**config.mk**
```make
export PLATFORM = sky130hd
export DESIGN_NAME = truth_table_engine
export DESIGN_NICKNAME = d
export VERILOG_FILES = /design/src/rtl/truth_table_engine.sv
export SDC_FILE = /design/constraint.sdc
export NUM_CORES = 1
export LEC_CHECK = 0
export CAP_MARGIN = 20
export CORE_UTILIZATION = 45
export DETAILED_ROUTE_END_ITERATION = 7
export PLACE_DENSITY_LB_ADDON = 0.15
export SLEW_MARGIN = 40
export SYNTH_ARGS = -nofsm -noshare
export SYNTH_HDL_FRONTEND = slang
export SYNTH_SLANG_ARGS = --single-unit
```
**constraint.sdc**
```tcl
create_clock -name clk -period 2.1 [get_ports clk]
set_clock_uncertainty 0.15 [all_clocks]
set_input_delay 0.525 -clock clk [delete_from_list [all_inputs] [get_ports clk]]
set_output_delay 0.525 -clock clk [all_outputs]
set_load 0.01 [all_outputs]
```
**src/rtl/truth_table_engine.sv**
```systemverilog
// truth_table_engine
//   Programmable truth table: 2^IN_W rows of OUT_N output functions.
//   Rows are written through the tbl_* port. Lookups go through a
//   valid/ready handshake with a one-cycle registered result. A sweep
//   mode streams every row, in ascending index order, through the same
//   output stage.
//
//   Parameters
//     IN_W   input-vector width (table depth 2^IN_W)
//     OUT_N  output functions per row (row width)
//
//   Ports
//     clk, rst_n               clock, async active-low reset
//     tbl_we/addr/wdata        row write (ignored while busy)
//     in_valid/in_ready/in_data    lookup request
//     out_valid/out_ready          result handshake
//     out_data/out_idx             row contents and the index that produced it
//     sweep_start              start a full-table sweep (IDLE only)
//     busy                     FSM not IDLE
//     sweep_done               one-cycle pulse on the final sweep handshake
//     out_par                  XOR of out_data (only with TTE_PARITY_EN)
//
//   Build option
//     TTE_PARITY_EN  adds the registered parity output out_par.

// One table row: a resettable register with its own write enable.
module tte_row #(
  parameter int W = 10
) (
  input  logic         clk,
  input  logic         rst_n,
  input  logic         we_i,
  input  logic [W-1:0] wdata_i,
  output logic [W-1:0] row_o
);
  logic [W-1:0] row_q;

  always_ff @(posedge clk or negedge rst_n) begin
    if (!rst_n)    row_q <= '0;
    else if (we_i) row_q <= wdata_i;
  end

  assign row_o = row_q;
endmodule

module truth_table_engine #(
  parameter int IN_W  = 4,
  parameter int OUT_N = 10
) (
  input  logic             clk,
  input  logic             rst_n,
  input  logic             tbl_we,
  input  logic [IN_W-1:0]  tbl_addr,
  input  logic [OUT_N-1:0] tbl_wdata,
  input  logic             in_valid,
  output logic             in_ready,
  input  logic [IN_W-1:0]  in_data,
  output logic             out_valid,
  input  logic             out_ready,
  output logic [OUT_N-1:0] out_data,
  output logic [IN_W-1:0]  out_idx,
  input  logic             sweep_start,
  output logic             busy,
`ifdef TTE_PARITY_EN
  output logic             out_par,
`endif
  output logic             sweep_done
);
  localparam int ROWS = 1 << IN_W;
  localparam logic [IN_W-1:0] LAST = '1;

  typedef enum logic [1:0] {IDLE, SWEEP, DRAIN} state_e;

  typedef struct packed {
    logic             vld;
    logic [OUT_N-1:0] data;
    logic [IN_W-1:0]  idx;
  } rsp_t;

  state_e          state_q, state_d;
  logic [IN_W-1:0] cnt_q, cnt_d;
  rsp_t            rsp_q, rsp_d;

  logic [ROWS-1:0][OUT_N-1:0] tbl;
  logic [ROWS-1:0]            row_we;

  logic            stage_free;
  logic            ld;
  logic [IN_W-1:0] ld_idx;

  // Table writes are only honoured in IDLE so a sweep sees a frozen table.
  always_comb begin
    row_we = '0;
    if (tbl_we && (state_q == IDLE)) row_we[tbl_addr] = 1'b1;
  end

  genvar r;
  generate
    for (r = 0; r < ROWS; r++) begin : g_row
      tte_row #(.W(OUT_N)) u_row (
        .clk     (clk),
        .rst_n   (rst_n),
        .we_i    (row_we[r]),
        .wdata_i (tbl_wdata),
        .row_o   (tbl[r])
      );
    end
  endgenerate

  assign stage_free = !rsp_q.vld || out_ready;
  assign in_ready   = stage_free && (state_q == IDLE);
  assign busy       = (state_q != IDLE);

  // Combinational so the pulse coincides with the cycle in which the last
  // sweep result is presented and accepted.
  assign sweep_done = (state_q == DRAIN) && rsp_q.vld && out_ready &&
                      (rsp_q.idx == LAST);

  always_comb begin
    state_d = state_q;
    cnt_d   = cnt_q;
    rsp_d   = rsp_q;
    ld      = 1'b0;
    ld_idx  = '0;

    case (state_q)
      IDLE: begin
        if (in_valid && in_ready) begin
          ld     = 1'b1;
          ld_idx = in_data;
        end
        if (sweep_start) begin
          state_d = SWEEP;
          cnt_d   = '0;
        end
      end
      SWEEP: begin
        if (stage_free) begin
          ld     = 1'b1;
          ld_idx = cnt_q;
          // Stop at the last row rather than wrapping the counter.
          if (cnt_q == LAST) state_d = DRAIN;
          else               cnt_d   = cnt_q + 1'b1;
        end
      end
      DRAIN: begin
        if (rsp_q.vld && out_ready && (rsp_q.idx == LAST)) state_d = IDLE;
      end
      default: state_d = IDLE;
    endcase

    // Reads use the pre-edge table, so a same-edge write is not visible.
    if (ld) begin
      rsp_d.vld  = 1'b1;
      rsp_d.data = tbl[ld_idx];
      rsp_d.idx  = ld_idx;
    end else if (out_ready) begin
      rsp_d.vld  = 1'b0;
    end
  end

  always_ff @(posedge clk or negedge rst_n) begin
    if (!rst_n) begin
      state_q <= IDLE;
      cnt_q   <= '0;
      rsp_q   <= '0;
    end else begin
      state_q <= state_d;
      cnt_q   <= cnt_d;
      rsp_q   <= rsp_d;
    end
  end

`ifdef TTE_PARITY_EN
  logic par_q;
  always_ff @(posedge clk or negedge rst_n) begin
    if (!rst_n) par_q <= 1'b0;
    else        par_q <= ^rsp_d.data;
  end
  assign out_par = par_q;
`endif

  assign out_valid = rsp_q.vld;
  assign out_data  = rsp_q.data;
  assign out_idx   = rsp_q.idx;
endmodule

```
### After elaboration in Yosys (flattened, before gate mapping)

Index checks and enable logic that the tools add are counted.

| storage, ports and cells | value |
|---|---|
| bits in registers | 181 |
| bits in writable memories | 0 |
| memories kept | 0 |
| bits in latches | 0 |
| output and inout bits | 18 |
| bits in read-only memories | 0 |
| logic and storage cells | 73 |

| operators by class | value |
|---|---|
| reductions and logical operators | 17 |
| shifts and indexed selects | 0 |
| multiply operators | 0 |
| bitwise gates (word level) | 0 |
| div/mod/pow operators | 0 |
| multiplexer cells | 22 |
| magnitude comparators | 3 |
| equal/unequal tests | 9 |
| add/subtract/negate cells | 1 |

Operators by type and width:

| cell | count |
|---|---|
| $bmux 10 s4 | 1 |
| $mux 4 | 5 |
| $mux 16 | 1 |
| $pmux 4 s2 | 2 |
| $lt 4x5->1 const B | 2 |
| $mux 10 | 1 |
| $logic_and 1x1->1 | 9 |
| $eq 4x4->1 const B | 2 |
| $mux 2 | 4 |
| $ne 2x2->1 const B | 4 |
| $reduce_and 4->1 | 2 |
| $pmux 2 s3 | 1 |
| $reduce_bool 2->1 | 3 |
| $mux 1 | 5 |
| $add 4x1->4 const B | 1 |
| $demux 1 s4 | 1 |
| $ge 4x1->1 const B | 1 |
| $eq 2x1->1 const B | 1 |
| $eq 2x2->1 const B | 1 |
| $logic_not 2->1 | 1 |
| $ne 2x1->1 const B | 1 |
| $pmux 1 s2 | 1 |
| $logic_not 1->1 | 1 |
| $logic_or 1x1->1 | 1 |

### Depth between registers and ports, before layout

| logic depth | value |
|---|---|
| word-level depth | 8 |
| mapped depth | 9 |

### Cells and area by module

A second synthesis with hierarchy kept.

| unflattened totals | value |
|---|---|
| cell total of the unflattened synthesis | 690 |
| area, all modules | 8,974.9 µm² |

Modules (own cells, without submodules):

| module | times used | area each (µm²) | cells each |
|---|---|---|---|
| tte_row | 16 | 411.6 | 21 |
| truth_table_engine | 1 | 2,388.5 | 354 |

### Worst setup path after synthesis

Ideal clock, no wire load.

| timing path | value |
|---|---|
| path type | input to register |
| from | input port out_ready |
| to | register rsp_q, in the netlist out_data[8] |
| data required time | 1.822 ns |
| path buffers | 2 |
| library setup time | 0.128 ns |
| cell stages on the path | 8 |
| arrival time | 1.950 ns |
| slack | -0.128 ns |
| cells stage by stage | nand2b_1 > buf_2 > and4_4 > or2_4 > buf_6 > a211o_1 > a211oi_2 > a211oi_2 |

| between the ends | value |
|---|---|
| longest elaborated chain between the ends | 7 |

Ends and longest elaborated chain:

| what | RTL line | source |
|---|---|---|
| from (decl) | 59 | `input logic out_ready,` |
| $logic_or 1x1->1 (*) | 110 | `assign stage_free = !rsp_q.vld \|\| out_ready;` |
| $logic_and 1x1->1 | 111 | `assign in_ready = stage_free && (state_q == IDLE);` |
| $logic_and 1x1->1 | 128 | `if (in_valid && in_ready) begin` |
| $mux 4 | 128 |  |
| $pmux 4 s2 | 126 | `case (state_q)` |
| $bmux 10 s4 | 155 | `rsp_d.data = tbl[ld_idx];` |
| $mux 10 (not written as such) | 155 |  |
| to (signal assigned) | 170 | `rsp_q <= rsp_d;` |
| to (decl) | 82 | `rsp_t rsp_q, rsp_d;` |

Mark *: on every way between the ends. The rest lies on a longest branch, timed or not. The select of a mux whose other input is x is not followed.
A chain may end at the register's enable or synchronous reset.

### Final worst setup path

| timing path | value |
|---|---|
| from | register state_q[0] |
| to | register g_row[0].u_row.row_q[9] |

| between the ends | value |
|---|---|
| longest elaborated chain between the ends | 3 |

Ends and longest elaborated chain:

| what | RTL line | source |
|---|---|---|
| from (decl) | 80 | `state_e state_q, state_d;` |
| from (signal assigned) | 168 | `state_q <= state_d;` |
| $logic_not 2->1 | 94 | `if (tbl_we && (state_q == IDLE)) row_we[tbl_addr] = 1'b1;` |
| $logic_and 1x1->1 | 94 |  |
| $mux 16 | 94 |  |
| to (signal assigned) | 40 | `else if (we_i) row_q <= wdata_i;` |
| to (decl) | 36 | `logic [W-1:0] row_q;` |

Every way passes these cells.

==> out/qor.csv <==
metric,value,unit
outcome,"finished, violations left",
failed_checks,setup timing,
synthFlopType,dfrtp_1,
clkSinkCount,181,
grt_util_met1,36.3,%
area_delta_synth_final,40.2,%
min_period_over_period,110,%
fmax,433,MHz
p_per_area,581,nW/µm²
place_area,10200,µm²
path_cells,buf_6 > nor2_4 > buf_6 > nand2_4 > or3_4 > nor3_4 > buf_6 > mux2_4,
grt_max_degree,54,
placement_rows,50,
r2r-end,g_row[0].u_row.row_o[9]$_DFFE_PN0P_,
ctsHtreeMaxLevel,4,
wl_per_cell,22.6,µm
cts-root-buf,clkbuf_16,
fin_nets,901,
worst-path-buf-inv,3,
drt_iter0_drc,358,
grt_pass1_vias,6980,
routed-via-count,6506,
use_met3,5.09,%
synth_edf_count,0,
finalMaxSlewViolations,0,
drt-vias-per-instance,5.79,
clock_path_buffers,2,
criticalPathCategory,register to register,
fp.dieW,140,µm
io_buffers,41,
dp.final_hpwl,15.4,mm
hold_path_depth,1,
io_pins,42,
initial_core_util,46.0,%
cp-end-kind,register,
antenna_found_initial,0,
peakVddDrop,0.000605,V
drt.antenna.violating_nets,0,
drc,0,
setup_viol_count_final,90,
syn_area_per_cell,12.1,µm²
use_met2,43.4,%
synthCells,714,
relSlewSlack,66.7,%
rsz0062_at_grt,yes,
min_to,g_row[2].u_row.row_o[9]$_DFFE_PN0P_,
routabilityCongestion,0.841,
timing.rr.start,state_q[0]$_DFFE_PN0P_,
clk_latency,450,ps
dieArea,19700,µm²
p_leak,5.71,nW
cpPeakStageDelay,470,ps
critPathArrivalTime,2490,ps
ys_seq_elements,181,
die_y,140,µm
cts_tree,yes,
ff2ff_setup_slack,-210,ps
final_core_util,64.5,%
synth_warnings,0,
worst_path_dominant_cell_family,simple AND/OR/NAND/NOR gates,
grt_use_total,27.0,%
critical_path.max_fanout,6,
syn_area,8610,µm²
clk_pin_slew,70,ps
drive_gt1_share,49.2,%
required,2280,ps
cap_violations,0,
core_area,18700,µm²
worst_pin_slew,496,ps
cpMostUsedCell,buf_6,
firstDrtPassIters,5,
mostFrequentLayoutCell,dfrtp_1,
cpMaxStageDelayCell,or3_4,
antenna_cells,0,
worstSetupStartpointType,register,
hold_viol,0,
syn_nets,739,
fin_area,12100,µm²
period_minus_slack,2310,ps
grt_pass1_wl,39.8,mm
setup_ws,-212,ps
min_path_type,register to register,
cts_buffers,17,
seq_area_frac_synth,52.6,%
async_flop_share,100,%
rr_worst_depth,8,
hp-start,g_row[2].u_row.row_o[9]$_DFFE_PN0P_,
routed_wl,25.4,mm
top_usage_layer,met2,
yosys.area.top_type,dfrtp_1,
synth.area.top_cells,"dfrtp_1, mux2_2, nand2_1, mux2i_1, nand3_1",
yosysUniqueCellTypes,61,
synth.top_cell.area_share,52.6,%
layout_common_cells,"dfrtp_1, mux2_2, nand2_1",
grt_overflow,0,
worst reg2reg max path, delay by kind of cell (launching register included):
family | cells | cell delay, ps
buf+inv | 3 | 450
flops | 1 | 420
mux | 1 | 300
simple gates | 4 | 870
sequential cells by signal, indices dropped and copies added, names as in the netlist:
name               flops
out_data              10
g_row.u_row.row_o    160
out_valid              1
out_idx                4
cnt_q                  4
state_q                2
through the flow:
step | total power, mW | TNS, ps | worst slack (ps) | instances | hold WS [ps]
finish | 7.02 | -8310 | -212 | 1123 | 357
global route | 7.23 | -12670 | -273 | 1123 | 367
floorplan | 3.65 | -812 | -53.6 | 714 | 79.4
detailed placement | 3.88 | -55420 | -837 | 1062 | 286
CTS | 7.05 | -6380 | -195 | 1116 | 356
global placement | 3.87 | -53040 | -797 | 1062 | 286
layer usage:
layer	wire (µm)	share of wire, %
met5	0	0
met4	639	2.5
met3	1090	4.3
met2	12200	48
met1	11400	45
what timing repair did:
item | CTS | global route
pin swaps | 24 | 29
resized for setup | 163 | 84
hold buffers | 1 | 0
setup buffers | 17 | 6
setup endpoints to repair | 129 | 147
cloned | 5 | 2
hold endpoints to repair | 22 | 0
where the power goes:
part | switching [mW] | leakage (nW) | internal [mW]
Sequential | 0.00490 | 2.51 | 3.49
Combinational | 0.218 | 2.92 | 0.130
Clock | 1.59 | 0.281 | 1.59
Total | 1.81 | 5.71 | 5.21
worst max-delay path by stage:
stage | from | to | slack, ps | cells past startpoint
after floorplan | in_valid | out_data[7]$_DFFE_PN0P_ | -50 | 9
after global placement | out_ready | out_data[9]$_DFFE_PN0P_ | -800 | 9
after detailed placement | out_ready | out_data[9]$_DFFE_PN0P_ | -840 | 9
after CTS | state_q[0]$_DFFE_PN0P_ | g_row[0].u_row.row_o[9]$_DFFE_PN0P_ | -190 | 9
after global routing | state_q[0]$_DFFE_PN0P_ | out_data[2]$_DFFE_PN0P_ | -270 | 9
final | state_q[0]$_DFFE_PN0P_ | g_row[0].u_row.row_o[9]$_DFFE_PN0P_ | -210 | 8
Yosys cell counts, types with 8 or more instances:
| master | instances |
|---|---|
| a2111oi_0 | 8 |
| a21oi_1 | 27 |
| buf_2 | 14 |
| clkbuf_1 | 17 |
| dfrtp_1 | 181 |
| mux2_2 | 161 |
| mux2i_1 | 19 |
| nand2_1 | 98 |
| nand3_1 | 36 |
| nor2_1 | 36 |
| nor3_1 | 8 |
| o32ai_1 | 9 |
area by class of cell:
type / count / area (µm²)
clock buffer: 17 / 425
sequential: 181 / 4530
multi-input combinational: 491 / 4700
clock inverter: 15 / 161
timing repair buffer: 181 / 1940
fill: 1380 / 6630
tap: 234 / 293
inverter: 4 / 17.5
kinds of logic after synthesis:
kind of cell	Yosys count	synth area share (%)
AND/OR/NAND/NOR	221	12.6
multiplexers	183	24.1
XOR/XNOR	1	0.102
AO/OA/AOI/OAI	83	7.82
adder cells (fa/ha/maj)	1	0.145
flip-flops	181	52.6
buffers and inverters	44	2.69
No activity file was read; power rests on OpenSTA's default activity.
